File: config.mk
export PLATFORM = sky130hd
export DESIGN_NAME = dac_ramp_sequencer_flat
export DESIGN_NICKNAME = d
export VERILOG_FILES = /design/src/rtl/pdh_pkg.sv /design/src/rtl/dac_ramp_sequencer_if.sv /design/src/rtl/ramp_dwell_timer.sv /design/src/rtl/dac_ramp_sequencer.sv /design/src/flat_wrapper.sv
export SDC_FILE = /design/constraint.sdc
export NUM_CORES = 1
export LEC_CHECK = 0
export CORE_MARGIN = 2
export CORE_UTILIZATION = 55
export CTS_BUF_LIST = sky130_fd_sc_hd__clkbuf_8
export DETAILED_ROUTE_END_ITERATION = 8
export PLACE_DENSITY = 0.85
export SLEW_MARGIN = 30
export SYNTH_ARGS = -nofsm -noshare
export SYNTH_HDL_FRONTEND = slang
export SYNTH_SLANG_ARGS = --single-unit
File: constraint.sdc
create_clock -name clk -period 6.7 [get_ports clk]
set_clock_uncertainty 0.05 [all_clocks]
set_input_delay 1.34 -clock clk [delete_from_list [all_inputs] [get_ports clk]]
set_output_delay 1.34 -clock clk [all_outputs]
set_load 0.02 [all_outputs]
File: src/rtl/pdh_pkg.sv
// Shared PDH definitions used by the DAC ramp sequencer.
//   DAC_DATA_WIDTH : DAC code width
//   DAC_MIDSCALE   : code for ~0 V output, also the reset code
//   ramp_state_t   : sweep FSM states
package pdh_pkg;

  localparam int DAC_DATA_WIDTH = 14;
  localparam logic [DAC_DATA_WIDTH-1:0] DAC_MIDSCALE = 14'h2000;

  typedef enum logic [1:0] {
    RAMP_IDLE = 2'd0,
    RAMP_UP   = 2'd1,
    RAMP_DOWN = 2'd2,
    RAMP_PARK = 2'd3
  } ramp_state_t;

endpackage

File: src/rtl/dac_ramp_sequencer_if.sv
// Shared DAC write port bundle.
//   man_req_i/man_dat_i/man_sel_i : single-shot manual write from the PS decoder
//   dac_dat_o/dac_sel_o/dac_wrt_o : registered DAC pin drive
// master = command side / pin consumer, slave = sequencer.
interface dac_ramp_sequencer_if #(
  parameter int W = 14
);
  logic         man_req_i;
  logic [W-1:0] man_dat_i;
  logic         man_sel_i;
  logic [W-1:0] dac_dat_o;
  logic         dac_sel_o;
  logic         dac_wrt_o;

  modport master (
    output man_req_i, man_dat_i, man_sel_i,
    input  dac_dat_o, dac_sel_o, dac_wrt_o
  );

  modport slave (
    input  man_req_i, man_dat_i, man_sel_i,
    output dac_dat_o, dac_sel_o, dac_wrt_o
  );
endinterface

File: src/rtl/ramp_dwell_timer.sv
// Loadable down-counter pacing sweep updates.
//   load     : reload with load_val (takes priority)
//   hold     : freeze the count
//   expire   : count has reached zero; stays there until reloaded
module ramp_dwell_timer #(
  parameter int W = 16
) (
  input  logic         clk,
  input  logic         rst,
  input  logic         load,
  input  logic         hold,
  input  logic [W-1:0] load_val,
  output logic         expire
);

  logic [W-1:0] cnt_q;

  always_ff @(posedge clk) begin
    if (rst)                         cnt_q <= '0;
    else if (load)                   cnt_q <= load_val;
    else if (!hold && cnt_q != '0)   cnt_q <= cnt_q - W'(1);
  end

  assign expire = (cnt_q == '0);

endmodule

File: src/rtl/dac_ramp_sequencer.sv
// Triangle sweep generator for one DAC channel plus arbitration of the shared
// DAC write port against manual writes (manual always wins).
//   clk, rst            : clock, synchronous active-high reset
//   cfg_*_i             : sweep config, shadowed on an accepted start
//   start_i / stop_i    : single-cycle control pulses
//   bus (slave)         : manual write in, registered DAC drive out
//   busy_o              : sweep running or parking
//   dir_o               : 0 rising, 1 falling
//   sweep_cnt_o         : completed triangle periods since last start
//   cfg_err_o           : last start was rejected
module dac_ramp_sequencer #(
  parameter int DAC_DATA_WIDTH = pdh_pkg::DAC_DATA_WIDTH,
  parameter int DWELL_WIDTH    = 16,
  parameter int CNT_WIDTH      = 16
) (
  input  logic                      clk,
  input  logic                      rst,
  input  logic [DAC_DATA_WIDTH-1:0] cfg_min_i,
  input  logic [DAC_DATA_WIDTH-1:0] cfg_max_i,
  input  logic [DAC_DATA_WIDTH-1:0] cfg_step_i,
  input  logic [DWELL_WIDTH-1:0]    cfg_dwell_i,
  input  logic                      cfg_sel_i,
  input  logic                      start_i,
  input  logic                      stop_i,
  dac_ramp_sequencer_if.slave       bus,
  output logic                      busy_o,
  output logic                      dir_o,
  output logic [CNT_WIDTH-1:0]      sweep_cnt_o,
  output logic                      cfg_err_o
);
  import pdh_pkg::*;

  localparam int W = DAC_DATA_WIDTH;
  localparam logic [W-1:0] MIDSCALE = W'(DAC_MIDSCALE);

  localparam logic [1:0] ST_IDLE = RAMP_IDLE;
  localparam logic [1:0] ST_UP   = RAMP_UP;
  localparam logic [1:0] ST_DOWN = RAMP_DOWN;
  localparam logic [1:0] ST_PARK = RAMP_PARK;

  // shadow config
  logic [W-1:0]           min_q, max_q, step_q;
  logic [DWELL_WIDTH-1:0] dwell_q;
  logic                   sel_q;

  logic [1:0]           state_q, state_d;
  logic [W-1:0]         value_q, value_d;
  logic                 dir_q, dir_d;
  logic                 err_q, err_d;
  logic                 pend_q, pend_d;   // start write lost to a manual strobe
  logic [CNT_WIDTH-1:0] cnt_q, cnt_d;

  logic [W-1:0] dat_q;
  logic         wsel_q, wrt_q;

  logic                   latch;
  logic                   swp_wr;
  logic [W-1:0]           swp_dat;
  logic                   swp_sel;
  logic                   tmr_load, tmr_hold, tmr_expire;
  logic [DWELL_WIDTH-1:0] tmr_val;

  logic                 man;
  logic                 cfg_ok;
  logic [W:0]           up_sum;
  logic signed [W:0]    dn_diff;
  logic                 up_hit, dn_hit;

  assign man    = bus.man_req_i;
  assign cfg_ok = (cfg_min_i < cfg_max_i) && (cfg_step_i != '0);

  // one extra bit so max+step never wraps and min-step can go negative
  assign up_sum  = {1'b0, value_q} + {1'b0, step_q};
  assign dn_diff = $signed({1'b0, value_q}) - $signed({1'b0, step_q});
  assign up_hit  = up_sum >= {1'b0, max_q};
  assign dn_hit  = dn_diff <= $signed({1'b0, min_q});

  ramp_dwell_timer #(.W(DWELL_WIDTH)) u_tmr (
    .clk      (clk),
    .rst      (rst),
    .load     (tmr_load),
    .hold     (tmr_hold),
    .load_val (tmr_val),
    .expire   (tmr_expire)
  );

  always_comb begin
    state_d  = state_q;
    value_d  = value_q;
    dir_d    = dir_q;
    err_d    = err_q;
    pend_d   = pend_q;
    cnt_d    = cnt_q;
    latch    = 1'b0;
    swp_wr   = 1'b0;
    swp_dat  = value_q;
    swp_sel  = sel_q;
    tmr_load = 1'b0;
    tmr_hold = 1'b0;
    tmr_val  = dwell_q;

    case (state_q)
      ST_IDLE: begin
        // start together with stop is dropped here
        if (start_i && !stop_i) begin
          if (!cfg_ok) begin
            err_d = 1'b1;
          end else begin
            err_d    = 1'b0;
            latch    = 1'b1;
            value_d  = cfg_min_i;
            state_d  = ST_UP;
            dir_d    = 1'b0;
            cnt_d    = '0;
            swp_dat  = cfg_min_i;
            swp_sel  = cfg_sel_i;
            tmr_load = 1'b1;
            if (man) begin
              // park the timer at zero; the min write goes out on the first free cycle
              pend_d  = 1'b1;
              tmr_val = '0;
            end else begin
              pend_d  = 1'b0;
              swp_wr  = 1'b1;
              tmr_val = cfg_dwell_i;
            end
          end
        end
      end

      ST_UP, ST_DOWN: begin
        if (stop_i) begin
          state_d = ST_PARK;
          pend_d  = 1'b0;
        end else if (pend_q) begin
          if (man) begin
            tmr_hold = 1'b1;
          end else begin
            swp_wr   = 1'b1;
            pend_d   = 1'b0;
            tmr_load = 1'b1;
          end
        end else if (tmr_expire) begin
          if (man) begin
            // nothing commits, so the same update is recomputed next cycle
            tmr_hold = 1'b1;
          end else begin
            swp_wr   = 1'b1;
            tmr_load = 1'b1;
            if (state_q == ST_UP) begin
              if (up_hit) begin
                value_d = max_q;
                state_d = ST_DOWN;
                dir_d   = 1'b1;
              end else begin
                value_d = up_sum[W-1:0];
              end
            end else begin
              if (dn_hit) begin
                value_d = min_q;
                state_d = ST_UP;
                dir_d   = 1'b0;
                cnt_d   = cnt_q + CNT_WIDTH'(1);
              end else begin
                value_d = dn_diff[W-1:0];
              end
            end
            swp_dat = value_d;
          end
        end
      end

      ST_PARK: begin
        swp_dat = min_q;
        if (!man) begin
          swp_wr  = 1'b1;
          state_d = ST_IDLE;
        end
      end

      default: state_d = ST_IDLE;
    endcase
  end

  always_ff @(posedge clk) begin
    if (rst) begin
      state_q <= ST_IDLE;
      value_q <= '0;
      dir_q   <= 1'b0;
      err_q   <= 1'b0;
      pend_q  <= 1'b0;
      cnt_q   <= '0;
      min_q   <= '0;
      max_q   <= '0;
      step_q  <= '0;
      dwell_q <= '0;
      sel_q   <= 1'b0;
    end else begin
      state_q <= state_d;
      value_q <= value_d;
      dir_q   <= dir_d;
      err_q   <= err_d;
      pend_q  <= pend_d;
      cnt_q   <= cnt_d;
      if (latch) begin
        min_q   <= cfg_min_i;
        max_q   <= cfg_max_i;
        step_q  <= cfg_step_i;
        dwell_q <= cfg_dwell_i;
        sel_q   <= cfg_sel_i;
      end
    end
  end

  // output register: manual strobe always owns the port
  always_ff @(posedge clk) begin
    if (rst) begin
      dat_q  <= MIDSCALE;
      wsel_q <= 1'b0;
      wrt_q  <= 1'b0;
    end else if (man) begin
      dat_q  <= bus.man_dat_i;
      wsel_q <= bus.man_sel_i;
      wrt_q  <= 1'b1;
    end else if (swp_wr) begin
      dat_q  <= swp_dat;
      wsel_q <= swp_sel;
      wrt_q  <= 1'b1;
    end else begin
      wrt_q  <= 1'b0;
    end
  end

  assign bus.dac_dat_o = dat_q;
  assign bus.dac_sel_o = wsel_q;
  assign bus.dac_wrt_o = wrt_q;
  assign busy_o        = (state_q != ST_IDLE);
  assign dir_o         = dir_q;
  assign sweep_cnt_o   = cnt_q;
  assign cfg_err_o     = err_q;

endmodule

File: src/flat_wrapper.sv
// flat-port wrapper written by rule: the top's interface ports become plain ports
module dac_ramp_sequencer_flat import pdh_pkg::*;
#(
  parameter int DAC_DATA_WIDTH = pdh_pkg::DAC_DATA_WIDTH,
  parameter int DWELL_WIDTH    = 16,
  parameter int CNT_WIDTH      = 16
)
  (clk, rst, cfg_min_i, cfg_max_i, cfg_step_i, cfg_dwell_i, cfg_sel_i, start_i, stop_i, busy_o, dir_o, sweep_cnt_o, cfg_err_o, bus_man_req_i, bus_man_dat_i, bus_man_sel_i, bus_dac_dat_o, bus_dac_sel_o, bus_dac_wrt_o);
  dac_ramp_sequencer_if #(.W((14))) bus_i ();
  input  logic clk;
  input  logic rst;
  input  logic [DAC_DATA_WIDTH-1:0] cfg_min_i;
  input  logic [DAC_DATA_WIDTH-1:0] cfg_max_i;
  input  logic [DAC_DATA_WIDTH-1:0] cfg_step_i;
  input  logic [DWELL_WIDTH-1:0] cfg_dwell_i;
  input  logic cfg_sel_i;
  input  logic start_i;
  input  logic stop_i;
  output logic busy_o;
  output logic dir_o;
  output logic [CNT_WIDTH-1:0] sweep_cnt_o;
  output logic cfg_err_o;
  input wire logic [$bits(bus_i.man_req_i)-1:0] bus_man_req_i;
  input wire logic [$bits(bus_i.man_dat_i)-1:0] bus_man_dat_i;
  input wire logic [$bits(bus_i.man_sel_i)-1:0] bus_man_sel_i;
  output wire logic [$bits(bus_i.dac_dat_o)-1:0] bus_dac_dat_o;
  output wire logic [$bits(bus_i.dac_sel_o)-1:0] bus_dac_sel_o;
  output wire logic [$bits(bus_i.dac_wrt_o)-1:0] bus_dac_wrt_o;
  assign bus_i.man_req_i = bus_man_req_i;
  assign bus_i.man_dat_i = bus_man_dat_i;
  assign bus_i.man_sel_i = bus_man_sel_i;
  assign bus_dac_dat_o = bus_i.dac_dat_o;
  assign bus_dac_sel_o = bus_i.dac_sel_o;
  assign bus_dac_wrt_o = bus_i.dac_wrt_o;
  dac_ramp_sequencer #(.DAC_DATA_WIDTH(DAC_DATA_WIDTH), .DWELL_WIDTH(DWELL_WIDTH), .CNT_WIDTH(CNT_WIDTH)) u_core (.clk(clk), .rst(rst), .cfg_min_i(cfg_min_i), .cfg_max_i(cfg_max_i), .cfg_step_i(cfg_step_i), .cfg_dwell_i(cfg_dwell_i), .cfg_sel_i(cfg_sel_i), .start_i(start_i), .stop_i(stop_i), .bus(bus_i), .busy_o(busy_o), .dir_o(dir_o), .sweep_cnt_o(sweep_cnt_o), .cfg_err_o(cfg_err_o));
endmodule
## Word level (Yosys, flattened, before mapping)

Index checks and enable logic that the tools add are counted.

| cells by class | value |
|---|---|
| add/subtract/negate cells | 4 |
| $lt $le $gt $ge | 3 |
| equal/unequal tests | 19 |
| mux-type cells | 81 |
| reduce and logical (&&, ||, !) cells | 20 |

Operator list:

| cell | count |
|---|---|
| 2-to-1 mux 16 bit | 14 |
| 2-to-1 mux 14 bit | 14 |
| one-hot mux 14 bit (3 select lines) | 1 |
| 2-to-1 mux 1 bit | 35 |
| one-hot mux 16 bit (2 select lines) | 1 |
| one-hot mux 14 bit (2 select lines) | 1 |
| 2-to-1 mux 2 bit | 10 |
| AND reduction 9 bit | 2 |
| adder 16 x 1 -> 16 bit, second input constant | 1 |
| zero test 16 bit | 1 |
| nonzero test 16 bit | 1 |
| subtractor 16 x 1 -> 16 bit, second input constant | 1 |
| adder 14 x 14 -> 15 bit | 1 |
| >= comparator 15 x 14 -> 1 bit | 1 |
| <= comparator 15 bit | 1 |
| subtractor 14 x 14 -> 15 bit | 1 |
| < comparator 14 bit | 1 |
| nonzero test 14 bit | 1 |
| != test 2 bit, second input constant | 5 |
| != test 2 x 1 -> 1 bit, second input constant | 4 |
| AND reduction 8 bit | 1 |
| nonzero test 2 bit | 4 |
| != test 3 x 2 -> 1 bit, second input constant | 2 |
| != test 3 bit, second input constant | 2 |
| 15 further kinds | 21 |

| word-level totals | value |
|---|---|
| flip-flop bits (word level) | 126 |
| output and inout port bits | 35 |
| logic and storage cells | 142 |

## Logic depth before layout (Yosys ltp)

Gate-level depths: netlist of run 1.

| depth | value |
|---|---|
| depth after elaboration | 10 |
| gate-level depth with buffers | 22 |

## By module

A second synthesis of run 1 with hierarchy kept.

| second synthesis, totals | value |
|---|---|
| cell total of the unflattened synthesis | 1208 |
| area total of the unflattened synthesis | 9247.6 um^2 |

Modules (own cells, without submodules):

| module | instances | cells each | area each (um^2) | seq. area each (um^2) |
|---|---|---|---|---|
| dac_ramp_sequencer | 1 | 1083 | 8199.1 | 2202.1 |
| ramp_dwell_timer | 1 | 125 | 1048.5 | 320.3 |

## Worst setup path after synthesis of run 1

No wires, ideal clock.

| timing | value |
|---|---|
| path kind | reg2reg |
| from | register u_core.step_q[1] |
| to | register u_core.cnt_q[10] (netlist: u_core.sweep_cnt_o[10]) |
| setup time | 0.071 ns |
| arrival time | 4.645 ns |
| required time | 6.579 ns |
| path slack | 1.934 ns |
| cell stages (with the launch flop) | 21 |
| buffers on the path | 1 |
| period minus slack after synthesis | 4.766 ns |
| path through | dfxtp_1 -> inv_1 -> ha_1 -> nor2b_1 -> o2111a_1 -> nor4_1 -> o21ai_0 -> a31o_2 -> or3_1 -> and2_1 -> ha_1 -> and3_1 -> a221o_1 -> a31oi_1 -> a221oi_1 -> o31a_1 -> buf_2 -> a2111oi_4 -> nand3_2 -> or3_1 -> a21oi_1 |

| on the way | value |
|---|---|
| longest elaborated chain between the ends | 4 |

Ends and longest elaborated chain:

| what | line | text |
|---|---|---|
| start: declaration | dac_ramp_sequencer.sv:42 | `logic [W-1:0] min_q, max_q, step_q;` |
| start signal: assignment | dac_ramp_sequencer.sv:208 | `step_q <= cfg_step_i;` |
| subtractor 14 x 14 -> 15 bit | dac_ramp_sequencer.sv:74 | `assign dn_diff = $signed({1'b0, value_q}) - $signed({1'b0, step_q});` |
| <= comparator 15 bit | dac_ramp_sequencer.sv:76 | `assign dn_hit = dn_diff <= $signed({1'b0, min_q});` |
| != test 2 x 1 -> 1 bit (no line) | -- |  |
| AND reduction 9 bit (no line) | -- |  |
| end signal: assignment | dac_ramp_sequencer.sv:204 | `cnt_q <= cnt_d;` |
| end: declaration | dac_ramp_sequencer.sv:51 | `logic [CNT_WIDTH-1:0] cnt_q, cnt_d;` |

Every way passes these cells.
A chain may end at the register's enable or synchronous reset.

## Final worst setup path of run 1

| timing | value |
|---|---|
| from | register u_core.step_q[1] |
| to | register u_core.cnt_q[8] (netlist: u_core.sweep_cnt_o[8]) |

Same word-level chain as after synthesis.

==> results.txt, run 1 <==
----------------------------------------------------
[Layout]
  Fill cell total of the finished layout ... 1345
  Ratio of cells with drive above 1 in the final layout ... 0.0591
  Number of diodes ... 0
  Number of nets at the end of the flow ... 1379
  Area added between synthesis and finish ... 17.8%

[STA]
  Slew at the pin closest to its max-slew limit ... 1040 ps
  Final max-slew violation count ... 0
  Post-route clock period utilization ... 0.820
  Minimum clock period after layout ... 5500 ps
  Total Negative Setup Slacks ... 0 ps
  Final Setup Violations ... 0
  Final hold violation count ... 0
  F_max ... 182 MHz
  Unrepaired setup endpoints after global routing ... false
  Remaining max-slew budget at the tightest pin ... 0.307

[GRT]
  Number of antenna violations at the first check in global routing ... 0
  Overall routing resource usage ... 0.330
  Via count of the first global-routing pass ... 8709
  Pin count of the biggest net entering global routing ... 107
  Global-route wire length before repair ... 44.2 mm
  Remaining global-route overflow ... 0

[Synth]
  Number of synthesized register bits ... 126
  Top cells by area in the synthesized netlist ... dfxtp_1 28%, ha_1 11%, a21oi_1 7.0%, nand2_1 6.9%, nor2_1 3.6%
  Net Count, Synth ... 1306
  Most frequent cell after synthesis ... nand2_1
  Post-Synthesis Cells ... 1149
  Post-synth EDFFs ... 0
  Share of Yosys cell area claimed by the top area cell type ... 0.285
  Distinct cell type count after synthesis ... 80
  Cell type contributing the most total cell area after synthesis ... dfxtp_1
  Netlist area before placement ... 0.00886 mm²
  Sequential element share of the synthesized area ... 0.285
  Top FF cell, synth ... dfxtp_1
  Warning count from the yosys run ... 0
  Average cell area after synthesis ... 7.71 µm²
  Cell types with the highest counts after synthesis ... 164 x nand2_1, 126 x dfxtp_1, 124 x a21oi_1
  Proportion of register bits with asynchronous set or reset after synthesis ... 0

[Setup path]
  CP Launch Type ... flip-flop
  Critical Path AT ... 5840 ps
  Endpoint class of the critical path ... flip-flop
  Crit path kind ... reg -> reg
  Maximum fanout encountered on the critical timing path ... 27
  Required time at the worst-slack endpoint ... 7040 ps

[Pwr]
  Maximum vdd drop ... 218 µV
  Leakage ... 3.93 nW
  Cell area power density ... 327 mW/mm²
  Pwr Total ... 3.42 mW

[Drt]
  Number of vias in the routed layout ... 9219
  Wire length after detailed routing ... 28.1 mm
  Detailed-route vias per instance ... 6.35
  Post-route DRC violation count ... 0
  Antenna-violating nets left ... 0
  Number of design-rule violations left by the first detailed-router iteration ... 1196
  Routed wire per std cell ... 19.4 µm
  First-pass iteration count of the detailed router ... 8

[Clock tree]
  Count of hold buffers inserted by post-cts repair ... 0
  Post CTS Setup Buffer Count ... 0
  Insertion delay to the later sink of the worst-skew pair ... 470 ps
  Inserted Clock Buffers ... 17
  Clock tree from TritonCTS ... done
  Clk sinks ... 126
  CTS H-tree depth ... 4
  Clk pin slew, worst setup/hold paths ... 90 ps
  CTS max path bufs ... 2
  Post-cts resize count ... 0
  Clock Tree Root ... clkbuf_8

[Placement]
  Post-detailed-placement half-perimeter wirelength ... 20.3 mm
  Number of input and output port buffers inserted ... 113
  Routability cong. ... 0.968

[Floorplanning]
  Die footprint ... 0.0171 mm²
  Die width ... 131 µm
  Number of primary I/O pins ... 114
  Effective utilization at floorplan ... 0.560
  Vertical die dimension ... 131 µm
  Number of placement rows ... 46
  Placeable Area ... 0.0158 mm²

[Run]
  Number of max-cap violations ... 0

[Worst hold path]
  Path type of the worst min-delay path ... reg -> reg

[Outcome]
  Result of the run ... finished clean

----------------------------------------------------
## logic make-up after synthesis
logic type | Yosys count | synth area share
and+or+nand+nor | 386 | 0.211
AOI/OAI and AO/OA | 342 | 0.253
buffers and inverters | 149 | 0.0682
DFF | 126 | 0.285
adders and majority gates | 78 | 0.112
xor gates and xnor gates | 45 | 0.0445
muxes | 23 | 0.0270
## power breakdown
group	internal (mW)	total [mW]	switching, mW
registers	0.846	0.964	0.119
logic	0.723	1.82	1.10
clock network	0.282	0.634	0.353
## final cells by class
class | count | area [µm²] | share of cell area
multi-input cells | 874 | 5780 | 0.553
repair buffers | 123 | 1210 | 0.116
clock buffers | 19 | 262 | 0.0250
inverters | 80 | 300 | 0.0288
flip-flops and latches | 126 | 2520 | 0.242
well taps | 216 | 270 | 0.0259
clock inverters | 13 | 103 | 0.00983
## critical path: stages, from the launching register on
cell and delay [ps]:
dfxtp_1 410, inv_1 90, ha_1 290, nor2b_1 140, o2111a_1 260, nor4_1 320, o21ai_0 200, a31o_2 290
or3_1 320, and2_1 170, ha_1 310, and3_1 190, a221o_1 340, a31oi_1 170, a221oi_1 160, o31a_2 340
a2111oi_4 690, nand3_2 170, or3_1 370, a21oi_1 150
## final timing paths
kind / start / end / slack [ps] / cells after the start
max: u_core.step_q[1] / u_core.sweep_cnt_o[8] / 1200 / 19
min: u_core.bus.dac_sel_o / u_core.bus.dac_sel_o / 410 / 2
max reg2reg: u_core.step_q[1] / u_core.sweep_cnt_o[8] / 1200 / 19
min reg2reg: u_core.bus.dac_sel_o / u_core.bus.dac_sel_o / 410 / 2
## cell usage in the layout (no fill, tap or decap), drive strengths merged, types with 6 or more instances in the layout
cell           Yosys  routed
o31ai              6       6
a31oi              8       8
dfxtp            126     126
and3               8       8
o22ai              6       6
nand3             13      13
mux2               7       7
nor4              13      13
nor2              85      85
mux2i             16      16
or3               19      19
clkdlybuf4s50      0     112
ha                76      76
nor2b             15      15
a221oi            29      29
a211oi            21      21
inv               78      84
xor2              19      19
nand2            165     165
xnor2             26      26
o21ai             57      57
nor3              20      20
clkinv             2       6
a21oi            125     125
o2111ai            6       6
nand4             15      15
a21o              11      11
a211o             11      11
clkbuf            50      19
a22oi             11      11
o211ai            12      12
buf               19      11
nand2b            12      12
## routing by layer
layer,share of wire,GRT usage
met1,0.41,0.434
met5,0,0
met3,0.099,0.0753
met2,0.44,0.502
met4,0.044,0.183
## registers in the layout (all words and copies together) (netlist names)
name                  cells
u_core.bus.dac_dat_o     14
u_core.bus.dac_sel_o      1
u_core.bus.dac_wrt_o      1
u_core.cfg_err_o          1
u_core.dir_o              1
u_core.dwell_q           16
u_core.max_q             14
u_core.min_q             14
u_core.pend_q             1
u_core.sel_q              1
u_core.state_q            2
u_core.step_q            14
u_core.sweep_cnt_o       16
u_core.u_tmr.cnt_q       16
u_core.value_q           14
## per-stage QoR
| step | hold WS, ps | instances | setup slack, ps | utilization | area (µm²) |
|---|---|---|---|---|---|
| global placement | 389 | 1419 | 1090 | 0.635 | 10000 |
| finish | 414 | 1451 | 1200 | 0.660 | 10400 |
| detailed placement | 399 | 1419 | 988 | 0.636 | 10100 |
| global route | 438 | 1451 | 875 | 0.660 | 10400 |
| CTS | 411 | 1451 | 1290 | 0.659 | 10400 |
| floorplan | 382 | 1149 | 1930 | - | 8860 |
Note: power is estimated with default switching activity, not from simulation.
==> run 2: changes to the inputs <==
CORE_UTILIZATION = 52   (was 55)
clock period = 4.9 ns   (was 6.7 ns; I/O delays follow)
==> results.txt, run 2 (same netlist as run 1, synthesis figures left out) <==
----------------------------------------------------
[GRT]
  Remaining global-route overflow ... 0 (unchanged)
  Global-route wire length before repair ... 45.4 mm (+2.8%)
  Number of antenna violations at the first check in global routing ... 0 (unchanged)
  Overall routing resource usage ... 0.318 (-0.0122)
  Pin count of the biggest net entering global routing ... 107 (unchanged)
  Via count of the first global-routing pass ... 8788 (+0.91%)

[Drt]
  First-pass iteration count of the detailed router ... 6 (-2)
  Post-route DRC violation count ... 0 (unchanged)
  Antenna-violating nets left ... 0 (unchanged)
  Wire length after detailed routing ... 29.0 mm (+3.2%)
  Detailed-route vias per instance ... 6.34 (-0.26%)
  Number of design-rule violations left by the first detailed-router iteration ... 1070 (-11%)
  Number of vias in the routed layout ... 9493 (+3.0%)
  Routed wire per std cell ... 19.4 µm (about the same)

[Pwr]
  Clock power frac ... 0.201 (+0.015)
  Pint ... 2.79 mW (+51%)
  Maximum vdd drop ... 272 µV (+25%)
  Sequential share of power ... 0.260 (-0.022)
  Cell area power density ... 461 mW/mm² (+41%)
  Net switching power ... 2.24 mW (+42%)
  Pwr Total ... 5.03 mW (+47%)
  Switching share of power ... 0.445 (-0.0144)
  Leakage ... 4.21 nW (+6.9%)
  Part of the total power dissipated in combinational logic ... 0.539 (+0.007)

[Placement]
  Post-detailed-placement half-perimeter wirelength ... 21.3 mm (+5.2%)
  Number of input and output port buffers inserted ... 113 (unchanged)
  Cell area after placement ... 0.0104 mm² (+3.0%)
  Routability cong. ... 0.993 (+2.6%)

[Setup path]
  Endpoint class of the critical path ... flip-flop
  Reg-to-reg endpoint ... u_core.sweep_cnt_o[10]
  Required time at the worst-slack endpoint ... 5260 ps (-1780 ps)
  CP Launch Type ... flip-flop
  Critical Path AT ... 5120 ps (-720 ps)
  Maximum fanout encountered on the critical timing path ... 4 (-85%)
  Worst r2r path cells ... 20 (+1)
  R2R Setup Slk ... 140 ps (-1070 ps)
  Crit path kind ... reg -> reg
  Worst reg2reg path startpoint ... u_core.step_q[1]

[STA]
  F_max ... 210 MHz (+15%)
  Final hold violation count ... 0 (unchanged)
  Minimum clock period after layout ... 4760 ps (-735 ps)
  Final max-slew violation count ... 0 (unchanged)
  Slew at the pin closest to its max-slew limit ... 926 ps (-111 ps)
  Final Setup Violations ... 0 (unchanged)
  Remaining max-slew budget at the tightest pin ... 0.381 (+0.0740)
  Post-route clock period utilization ... 0.972 (+0.151)

[Layout]
  Number of nets at the end of the flow ... 1422 (+3.1%)
  Most common cell after layout, fill and taps aside ... nand2_1
  Number of diodes ... 0 (unchanged)
  Post-route cell area ... 0.0109 mm² (+4.4%)
  Commonest cells after routing, fill and taps aside ... 164 x nand2_1, 125 x dfxtp_1, 123 x a21oi_1, 112 x clkdlybuf4s50_1, 85 x nor2_1
  Flip-flop and latch area ... 0.00252 mm² (about the same)
  Area added between synthesis and finish ... 23.1%
  Ratio of cells with drive above 1 in the final layout ... 0.0978 (+0.0387)
  Fill cell total of the finished layout ... 1393 (+3.6%)
  Multi-input gate area in the final layout ... 0.00582 mm² (+0.78%)

[Clock tree]
  Clk pin slew, worst setup/hold paths ... 90 ps (about the same)
  Insertion delay to the later sink of the worst-skew pair ... 490 ps (+20 ps)
  Clock Tree Root ... clkbuf_8
  CTS H-tree depth ... 4 (unchanged)
  Inserted Clock Buffers ... 17 (unchanged)
  CTS max path bufs ... 2 (unchanged)
  Clk sinks ... 126 (unchanged)
  Clock tree from TritonCTS ... done
  Count of hold buffers inserted by post-cts repair ... 0 (unchanged)

[Run]
  Number of max-cap violations ... 0 (unchanged)

[Worst hold path]
  Launch point of the worst hold path ... u_core.dwell_q[10]
  Path type of the worst min-delay path ... reg -> reg
  Number of instances on the worst hold path ... 2 (unchanged)
  Hold EP ... u_core.dwell_q[10]

[Floorplanning]
  Die width ... 135 µm (+2.8%)
  Placeable Area ... 0.0166 mm² (+5.1%)
  Die footprint ... 0.0181 mm² (+5.6%)
  Number of primary I/O pins ... 114 (unchanged)
  Effective utilization at floorplan ... 0.533 (-0.0274)
  Vertical die dimension ... 135 µm (+2.8%)
  Number of placement rows ... 47 (+2.2%)

[Outcome]
  Result of the run ... finished clean

----------------------------------------------------
-- run 2: layout make-up --
cell class	count	share of cell area
repair buffers	166	0.143
well taps	220	0.0252
multi-input cells	874	0.534
clock buffers	17	0.0215
inverters	80	0.0275
flip-flops and latches	126	0.231
clock inverters	15	0.0179
-- run 2: repair_timing --
item,4_1_cts,5_1_grt
setup buffers,1,3
pin swaps,1,9
setup endpoints to repair,5,41
resized for setup,1,16
-- run 2: how the worst max path moves through the flow --
stage | from | endpoint | slack (ps) | cells after the start
6_report | u_core.step_q[1] | u_core.sweep_cnt_o[10] | 140 | 20
5_1_grt | u_core.step_q[1] | u_core.sweep_cnt_o[10] | -7 | 20
3_3_place_gp | u_core.step_q[1] | u_core.sweep_cnt_o[8] | 110 | 19
2_1_floorplan | u_core.step_q[1] | u_core.sweep_cnt_o[10] | 130 | 20
4_1_cts | u_core.step_q[1] | u_core.sweep_cnt_o[10] | 20 | 19
3_5_place_dp | u_core.step_q[1] | u_core.sweep_cnt_o[10] | 10 | 19
-- run 2: through the flow --
step	utilization	TNS, ps	worst slack [ps]	cells	hold slack [ps]
after global routing	0.655	-11.5	-7.01	1498	417
after detailed placement	0.623	0	12.8	1462	400
final	0.655	0	140	1498	414
after floorplan	-	0	134	1149	382
after CTS	0.650	0	19.9	1495	414
after global placement	0.623	0	109	1462	390
-- run 2: routing by layer --
metal / vias to the layer above / GRT usage / share of wire
li1: 4365 / - / -
met1: 4458 / 0.407 / 0.40
met2: 549 / 0.511 / 0.45
met3: 121 / 0.0728 / 0.097
met4: 0 / 0.146 / 0.046
met5: - / 0 / 0
-- run 2: critical path, stage by stage (launching register included) --
cell and delay [ps]:
dfxtp_2 340, inv_1 70, ha_1 300, nor2b_1 150, o2111a_2 300, nor4_4 180, o21ai_2 90, a31o_2 270
or3_1 320, and2_1 190, ha_4 220, and3_1 170, a221o_1 340, a31oi_1 170, a221oi_2 90, o31a_1 190
buf_4 190, a2111oi_4 420, nand3_2 140, or3_1 340, a21oi_1 150
-- run 2: power groups by stage --
stage / registers [mW] / logic, mW / clock network [mW]
floorplan: 1.32 / 1.78 / 0
global route: 1.32 / 2.93 / 1.06
global placement: 1.32 / 2.48 / 0
finish: 1.31 / 2.71 / 1.01
detailed placement: 1.32 / 2.54 / 0
CTS: 1.30 / 2.57 / 1.00
==> run 3: changes to the inputs <==
CAP_MARGIN = 30   (was not set)
CORE_UTILIZATION = 53   (was 52)
PLACE_DENSITY = 0.86   (was 0.85)
SYNTH_HIERARCHICAL = 1   (was not set)
==> results.txt, run 3 <==
----------------------------------------------------
[Outcome]
  Result of the run ... finished clean

[GRT]
  Remaining global-route overflow ... 0 (unchanged)
  Via count of the first global-routing pass ... 9409 (+7.1%)
  Fraction of met1 tracks used by global routing ... 0.424 (+0.0170)
  Global-route wire length before repair ... 47.7 mm (+5.0%)
  Met2 Use GR ... 0.508 (-0.00240)
  Number of antenna violations at the first check in global routing ... 0 (unchanged)
  Peak-usage layer in the global routing report ... met2
  Global routing usage on met3 ... 0.0794 (+0.00660)
  Overall routing resource usage ... 0.327 (+0.00921)
  Pin count of the biggest net entering global routing ... 62 (-42%)

[Drt]
  Number of vias in the routed layout ... 10.1k (+5.9%)
  Post-route DRC violation count ... 0 (unchanged)
  Number of design-rule violations left by the first detailed-router iteration ... 1330 (+24%)
  Antenna-violating nets left ... 0 (unchanged)
  Detailed-route vias per instance ... 6.51 (+2.8%)
  First-pass iteration count of the detailed router ... 7 (+1)
  Wire length after detailed routing ... 30.5 mm (+5.0%)
  Routed wire per std cell ... 19.7 µm (+2.0%)

[Synth]
  Netlist area before placement ... 0.00925 mm² (+4.3%)
  Warning count from the yosys run ... 6 (+6)
  Cell types with the highest counts after synthesis ... 204 x nand2_1, 126 x dfxtp_1, 110 x a21oi_1
  Cell type contributing the most total cell area after synthesis ... dfxtp_1
  Post-Synthesis Cells ... 1208 (+5.1%)
  Sequential element share of the synthesized area ... 0.273 (-0.0119)
  Proportion of register bits with asynchronous set or reset after synthesis ... 0 (unchanged)
  Number of synthesized register bits ... 126 (unchanged)
  Net Count, Synth ... 1365 (+4.5%)
  Post-synth EDFFs ... 0 (unchanged)
  Most frequent cell after synthesis ... nand2_1
  Share of Yosys cell area claimed by the top area cell type ... 0.273 (-0.0119)
  Average cell area after synthesis ... 7.66 µm² (-0.75%)
  Top FF cell, synth ... dfxtp_1
  Distinct cell type count after synthesis ... 80 (unchanged)
  Top cells by area in the synthesized netlist ... dfxtp_1 27%, ha_1 10%, nand2_1 8.3%, a21oi_1 6.0%, inv_1 3.6%

[Layout]
  Area added between synthesis and finish ... 19.8%
  Flip-flop and latch area ... 0.00252 mm² (unchanged)
  Multi-input gate area in the final layout ... 0.00611 mm² (+5.0%)
  Number of nets at the end of the flow ... 1462 (+2.8%)
  Fill cell total of the finished layout ... 1516 (+8.8%)
  Most common cell after layout, fill and taps aside ... nand2_1
  Number of diodes ... 0 (unchanged)
  Commonest cells after routing, fill and taps aside ... 204 x nand2_1, 125 x dfxtp_1, 112 x clkdlybuf4s50_1, 110 x a21oi_1, 89 x inv_1
  Ratio of cells with drive above 1 in the final layout ... 0.0827 (-0.0151)

[STA]
  Remaining max-slew budget at the tightest pin ... 0.422 (+0.0417)
  Final max-slew violation count ... 0 (unchanged)
  Minimum clock period after layout ... 4730 ps (-32.4 ps)
  Unrepaired setup endpoints after global routing ... false
  Final hold violation count ... 0 (unchanged)
  Smallest hold slack ... 413 ps (-0.986 ps)
  Slew at the pin closest to its max-slew limit ... 867 ps (-59.1 ps)
  Final Setup Violations ... 0 (unchanged)
  Post-route clock period utilization ... 0.965 (-0.00661)
  F_max ... 212 MHz (+0.68%)
  Total Negative Setup Slacks ... 0 ps (unchanged)

[Floorplanning]
  Placeable Area ... 0.0172 mm² (+3.2%)
  Number of placement rows ... 48 (+2.1%)
  Die width ... 136 µm (+1.1%)
  Number of primary I/O pins ... 114 (unchanged)
  Effective utilization at floorplan ... 0.538 (+0.00587)
  Die footprint ... 0.0185 mm² (+2.3%)
  Vertical die dimension ... 136 µm (+1.1%)

[Clock tree]
  Count of hold buffers inserted by post-cts repair ... 0 (unchanged)
  Clock tree from TritonCTS ... done
  Inserted Clock Buffers ... 17 (unchanged)
  Clk pin slew, worst setup/hold paths ... 80 ps (about the same)
  Insertion delay to the later sink of the worst-skew pair ... 470 ps (-20 ps)
  Clk sinks ... 126 (unchanged)
  Clock Tree Root ... clkbuf_8
  CTS max path bufs ... 2 (unchanged)
  CTS H-tree depth ... 4 (unchanged)

[Worst hold path]
  Path type of the worst min-delay path ... reg -> reg

[Setup path]
  Maximum fanout encountered on the critical timing path ... 4 (unchanged)
  Crit path kind ... reg -> reg
  Worst r2r path cells ... 17 (-15%)
  Worst reg2reg path startpoint ... u_core/step_q[1]
  Endpoint class of the critical path ... flip-flop
  CP endpoint ... u_core/bus.dac_dat_o[1]
  Required time at the worst-slack endpoint ... 5220 ps (-40 ps)
  Reg-to-reg endpoint ... u_core/bus.dac_dat_o[1]
  CP Launch Type ... flip-flop
  Critical Path AT ... 5040 ps (-80 ps)
  Crit. Startpoint ... u_core/step_q[1]
  R2R Setup Slk ... 170 ps (+30 ps)

[Placement]
  Number of input and output port buffers inserted ... 113 (unchanged)
  Post-detailed-placement half-perimeter wirelength ... 22.1 mm (+3.9%)
  Routability cong. ... 1.02 (+2.5%)

[Pwr]
  Maximum vdd drop ... 333 µV (+22%)
  Leakage ... 4.29 nW (+1.9%)
  Cell area power density ... 633 mW/mm² (+37%)

[Run]
  Number of max-cap violations ... 0 (unchanged)

----------------------------------------------------
run 3: metal layers:
metal  part of all wire  up-vias
li1                   -     4583
met1               0.40     4677
met2               0.44      649
met3               0.11      142
met4              0.052        0
met5                  0        -
run 3: layout make-up:
type                    count  share of cell area
inverters                  90              0.0305
multi-input cells         919               0.552
clock inverters            12             0.00994
flip-flops and latches    126               0.228
clock buffers              20              0.0249
repair buffers            151               0.130
well taps                 225              0.0254
run 3: timing repair:
action | in CTS | in global routing
setup buffers | 0 | 3
gates resized for setup | 0 | 5
endpoints found under the setup margin | 0 | 43
run 3: power breakdown:
group          leakage, nW  internal (mW)  switching (mW)  total [mW]
Clock                0.193          0.443           0.465       0.908
Combinational         3.06           1.94            2.74        4.69
Sequential            1.03           1.21           0.203        1.41
run 3: cells by family (layout without fill, tap and decap cells):
kind of cell,after synthesis,after routing,synth area share
adder cells (fa/ha/maj),78,78,0.107
buffers and inverters,163,273,0.0709
flip-flops,126,126,0.273
AND/OR/NAND/NOR,434,434,0.225
multiplexers,41,41,0.0455
AO/OA/AOI/OAI,344,344,0.258
XOR/XNOR,22,22,0.0208
run 3: critical path, stage by stage, from the launching register on:
cell and delay (ps):
dfxtp_2 380, inv_1 90, ha_1 300, nor2b_1 50, o311a_1 290, or4_1 480, a2111o_1 410, a21oi_1 180
xor2_1 230, ha_1 280, and4_1 230, a211oi_1 260, o211ai_1 190, nor3_4 210, buf_4 170, mux2i_1 410
a2111oi_1 150, o21ai_0 270
run 3: through the flow:
step,setup slack (ps),cell area (µm²),util,instances,power [mW]
finish,172,11100,0.645,1543,7.01
global route,3.70,11100,0.645,1543,7.44
CTS,40.3,11000,0.642,1540,6.77
detailed placement,95.5,10700,0.620,1508,5.82
global placement,275,10700,0.620,1508,5.74
floorplan,732,9250,-,1208,4.66
run 3: worst min-delay path by stage:
stage,cells past startpoint,to,from
6_report,2,u_core/dwell_q[11],u_core/dwell_q[11]
3_3_place_gp,2,u_core/max_q[13],u_core/max_q[13]
5_1_grt,2,u_core/dwell_q[11],u_core/dwell_q[11]
2_1_floorplan,2,u_core/max_q[13],u_core/max_q[13]
3_5_place_dp,2,u_core/max_q[1],u_core/max_q[1]
4_1_cts,2,u_core/max_q[1],u_core/max_q[1]
